$ cat src/rtl/btn_conditioner.sv
// Push-button conditioner: per button a 2-FF synchronizer, a debounce counter and a press-pulse generator.
// Optional auto-repeat for the buttons selected by REPEAT_MASK is enabled by defining BTN_AUTOREPEAT_EN.
module btn_conditioner #(
  parameter int              NBTN          = 3,
  parameter int              DB_CYCLES     = 1000000,
  parameter int              CW            = 20,
  parameter int              REPEAT_DELAY  = 50000000,
  parameter int              REPEAT_PERIOD = 20000000,
  parameter logic [NBTN-1:0] REPEAT_MASK   = 'b100
) (
  input  logic            clk,
  input  logic            rst,
  input  logic [NBTN-1:0] btn_in,
  output logic [NBTN-1:0] btn_level,
  output logic [NBTN-1:0] btn_pulse
);

  localparam logic [CW-1:0] DB_LAST = CW'(DB_CYCLES - 1);

  // Reject configurations whose counters could wrap or whose repeat timing is meaningless.
  if (DB_CYCLES < 1 || longint'(DB_CYCLES) >= (longint'(1) << CW) ||
      REPEAT_PERIOD < 1 || REPEAT_PERIOD > REPEAT_DELAY || $bits(REPEAT_MASK) != NBTN) begin : g_bad_cfg
    $error("btn_conditioner: inconsistent DB_CYCLES/CW/REPEAT_* parameters");
  end

  logic [NBTN-1:0] s1_q, s2_q;
  logic [NBTN-1:0] level_q, level_d;
  logic [NBTN-1:0] pulse_q, pulse_d;
  logic [NBTN-1:0] accept;

  genvar gi;
  for (gi = 0; gi < NBTN; gi++) begin : g_btn
    logic [CW-1:0] cnt_q, cnt_d;

    // A disagreement must persist DB_CYCLES consecutive cycles; any agreement restarts the count.
    assign accept[gi] = (s2_q[gi] != level_q[gi]) && (cnt_q == DB_LAST);
    assign cnt_d      = ((s2_q[gi] == level_q[gi]) || accept[gi]) ? '0 : cnt_q + 1'b1;

    always_ff @(posedge clk) begin
      if (rst) begin
        cnt_q <= '0;
      end else begin
        cnt_q <= cnt_d;
      end
    end
  end

  assign level_d = level_q ^ accept;

`ifdef BTN_AUTOREPEAT_EN
  localparam int          RW         = $clog2(REPEAT_DELAY + 1);
  localparam logic [RW-1:0] RPT_LAST   = RW'(REPEAT_DELAY - 1);
  localparam logic [RW-1:0] RPT_RELOAD = RW'(REPEAT_DELAY - REPEAT_PERIOD);

  logic [NBTN-1:0] rpt_fire;

  for (gi = 0; gi < NBTN; gi++) begin : g_rpt
    if (REPEAT_MASK[gi]) begin : g_on
      logic [RW-1:0] rpt_q, rpt_d;

      // Timer counts cycles since the last pulse; reloading skips ahead so later pulses come every period.
      assign rpt_fire[gi] = level_q[gi] && level_d[gi] && (rpt_q == RPT_LAST);
      assign rpt_d        = !level_q[gi] ? '0 :
                            rpt_fire[gi] ? RPT_RELOAD : rpt_q + 1'b1;

      always_ff @(posedge clk) begin
        if (rst) begin
          rpt_q <= '0;
        end else begin
          rpt_q <= rpt_d;
        end
      end
    end else begin : g_off
      assign rpt_fire[gi] = 1'b0;
    end
  end

  assign pulse_d = (accept & ~level_q) | rpt_fire;
`else
  assign pulse_d = accept & ~level_q;
`endif

  always_ff @(posedge clk) begin
    if (rst) begin
      s1_q    <= '0;
      s2_q    <= '0;
      level_q <= '0;
      pulse_q <= '0;
    end else begin
      s1_q    <= btn_in;
      s2_q    <= s1_q;
      level_q <= level_d;
      pulse_q <= pulse_d;
    end
  end

  assign btn_level = level_q;
  assign btn_pulse = pulse_q;

endmodule

$ cat config.mk
export PLATFORM = sky130hd
export DESIGN_NAME = btn_conditioner
export DESIGN_NICKNAME = d
export VERILOG_FILES = /design/src/rtl/btn_conditioner.sv
export SDC_FILE = /design/constraint.sdc
export NUM_CORES = 1
export LEC_CHECK = 0
export BUFFER_PORTS_ARGS = -buffer_cell sky130_fd_sc_hd__clkbuf_2
export CORE_MARGIN = 2
export CORE_UTILIZATION = 61
export CTS_CLUSTER_SIZE = 14
export DETAILED_ROUTE_END_ITERATION = 16
export HOLD_SLACK_MARGIN = 0.05
export PLACE_DENSITY = 0.89
export SETUP_SLACK_MARGIN = 0.05
export SLEW_MARGIN = 40
export SYNTH_ARGS = -nofsm -noshare
export SYNTH_HDL_FRONTEND = slang
export SYNTH_SLANG_ARGS = --single-unit
$ cat constraint.sdc
create_clock -name clk -period 2.1 [get_ports clk]
set_input_delay 0.42 -clock clk [delete_from_list [all_inputs] [get_ports clk]]
set_output_delay 0.42 -clock clk [all_outputs]
set_load 0.02 [all_outputs]
==> reports/qor.yml <==
synth_top_flop_cell: "dfxtp_1"
detail-route-antenna-nets: 0
clock_sinks: 72
average_cell_area_after_synthesis_um2: 8.80
p_leak_nw: 1.12
tot_gr_track_use: 0.252
grt.met1_usage: 0.291
cp_slowest_cell: "or4b_1"
adder_cell_fraction_of_synth_area: 0.0118
ys_seq_area_frac: 0.454
synthesized_area_fraction_occupied_by_and_or_nand_nor_cells: 0.319
outcome: "completed"
hold_path_depth: 2
hold_start: "btn_in[0]"
fin_skew_ns: 0.0118
grt_overflow: 0
start_kind: "flip-flop"
relSlewSlack: 0.685
initialDrtViolationCount: 362
portBuffers: 10
critical_register_to_register_path_endpoint: "g_btn[2].cnt_q[12]"
final-seq-area_um2: 1440
timing.critical_path.fanout_max: 9
route.detailed.drc: 0
dp_hpwl_um: 4630
routed_wire_length_per_instance_um: 15.1
timing.final.crit_period_ns: 2.01
tritoncts.num_buffers: 9
crit_path_cell_trace: "or4b_1 > or4_1 > o21ai_2 > buf_4 > nor2_1"
pin_count: 11
post-synth-top-count-cell: "dfxtp_1"
dr_total_vias: 2729
insertion_delay_ns: 0.36
yosys-mux-area-fraction: 0
grt_first_pass_wirelength_um: 11900
ff2ff_path_depth: 5
hold_path_class: "in -> reg"
use_met3: 0.0427
drv_cap: 0
post_synthesis_register_bit_count: 72
mappedNetlistNets: 369
post_synth_main_area_contributors: "dfxtp_1, xor2_1, nor2_1, nand3_1, a21oi_1"
antenna_cell_count: 0
criticalPathCategory: "reg -> reg"
synthesis.yosys.warnings: 0
hold_viol_final: 0
grt_start_max_net_pins: 16
post-route-period-util: 0.955
floorplan.die.width_um: 76.2
timing.setup.tns_ns: 0
synth_top_cell_by_area: "dfxtp_1"
multiInputGateArea_um2: 1650
timing.fmax_mhz: 498
vdd_drop_max_uv: 460
cts_max_path_buffers: 2
layout_fillers: 382
post_drt_via_cell_ratio: 6.00
grt_use_met2: 0.438
core_um2: 5070
first_global_vias: 2734
h-tree-depth: 3
most_congested_layer_reported_by_global_routing: "met2"
placement_stage_worst_setup_slack_ns: 0.125
rrSetupSlack_ns: 0.09
placement_rows: 26
hold_end: "s1_q[0]"
clk_pin_slew_worst_paths_ns: 0.08
firstDrtPassIters: 4
final_critical_path_setup_slack_ns: 0.0939
yosys-top-cells-count: "dfxtp_1, nor2_1, nand3_1, xor2_1, a21oi_1"
critical_path_required_ns: 2.35
initial_utilization: 0.626
cts_setup_buffers: 0
clock_tree.root_cell: "clkbuf_8"
nature_of_the_critical_path_endpoint: "flip-flop"
fraction_of_the_mapped_netlist_area_in_compound_gates: 0.0863
number_of_enable_type_register_cells_in_the_synthesized_netlist: 0
ys_async_sr_fraction: 0
final_nets: 388
reg2reg_from: "g_btn[2].cnt_q[7]"
drive_gt1_frac: 0.119
routed_wl_um: 6890
data_arrival_time_of_the_critical_path_ns: 2.25
power.total_mw: 2.51
synth_xor_xnor_area_share: 0.102
setup_viol: 0
place_congestion: 0.832
worstMarginPinSlew_ns: 0.468
grt_setup_unrepaired: "no"
dominant_combinational_cell_family_by_area_after_synthesis: "simple AND/OR/NAND/NOR gates"
finalMaxSlewViolations: 0
netlist_instances: 361
synthDistinctLibCells: 36
timing.critical_path.slowest_cell_delay_ns: 0.56
floorplan_die_area_um2: 5800
area_growth_pct: 11.5
power_density_nw_per_um2: 709
synth_largest_type_area_fraction: 0.454
die_height_um: 76.2
antenna_found_initial: 0
syn-cell-area_um2: 3180
cts_tree: "yes"
==> layer usage <==
layer | share of wire | up-vias | wire [µm]
li1 | - | 1334 | -
met1 | 0.42 | 1312 | 2910
met2 | 0.51 | 67 | 3530
met3 | 0.039 | 16 | 268
met4 | 0.026 | 0 | 179
met5 | 0 | - | 0
==> through the flow <==
stage | utilization | hold WS [ns] | cell area, µm² | std cells
2_1_floorplan | - | 0.413 | 3180 | 361
6_report | 0.698 | 0.297 | 3540 | 455
5_1_grt | 0.698 | 0.313 | 3540 | 455
4_1_cts | 0.696 | 0.286 | 3530 | 454
3_3_place_gp | 0.658 | 0.424 | 3340 | 438
3_5_place_dp | 0.658 | 0.433 | 3340 | 438
==> flip-flops by register name, indices dropped and copies added, names as in the netlist, named ones only <==
name         count
s2_q             3
btn_pulse        3
s1_q             3
g_btn.cnt_q     60
==> cell families after synthesis <==
kind of cell / count (synthesis)
simple gates: 182
flops: 72
compound gates: 47
xor+xnor: 37
buf+inv: 20
fa+ha+maj: 3
==> area by class of cell <==
type                    instances  share of cell area
clock buffers                  11              0.0399
clock inverters                 5              0.0159
inverters                       5             0.00530
multi-input cells             269               0.466
flip-flops and latches         72               0.407
well taps                      70              0.0247
repair buffers                 23              0.0410
==> cell usage in the layout, fill, tap and decap left out, drive strengths merged, types with 3 or more instances in the layout <==
cell / instances
a21oi: 22
and2: 4
and3: 10
and4: 8
buf: 13
clkbuf: 21
clkinv: 3
dfxtp: 72
ha: 3
inv: 5
nand2: 19
nand2b: 3
nand3: 31
nand4: 13
nor2: 47
nor2b: 6
nor4: 8
o21ai: 15
o31ai: 9
or3: 9
or4: 14
or4b: 4
xnor2: 12
xor2: 25
==> worst max-delay path by stage <==
stage / slack (ns) / startpoint / endpoint
2_1_floorplan: 0.20 / g_btn[0].cnt_q[11] / g_btn[0].cnt_q[11]
3_3_place_gp: 0.21 / g_btn[0].cnt_q[12] / g_btn[0].cnt_q[3]
3_5_place_dp: 0.13 / g_btn[2].cnt_q[7] / g_btn[2].cnt_q[18]
4_1_cts: 0.10 / g_btn[2].cnt_q[7] / g_btn[2].cnt_q[18]
5_1_grt: 0.07 / g_btn[2].cnt_q[7] / g_btn[2].cnt_q[6]
6_report: 0.09 / g_btn[2].cnt_q[7] / g_btn[2].cnt_q[12]
==> power breakdown <==
group | internal, mW | switching, mW | leakage, nW | total [mW]
logic | 0.0135 | 0.0201 | 0.444 | 0.0336
registers | 1.37 | 0.00450 | 0.581 | 1.38
clock network | 0.579 | 0.525 | 0.0993 | 1.10
total | 1.96 | 0.549 | 1.12 | 2.51
==> critical path, delay by kind of cell (launching register included) <==
family,cells,cell delay [ns]
AND/OR/NAND/NOR,3,1.15
flip-flops,1,0.36
buffers and inverters,1,0.20
AO/OA/AOI/OAI,1,0.19
==> timing repair <==
action,CTS,global route
hold buffers,0,0
gates resized for setup,0,2
setup endpoints to repair,0,1
Power figures use the tool's default switching activity.
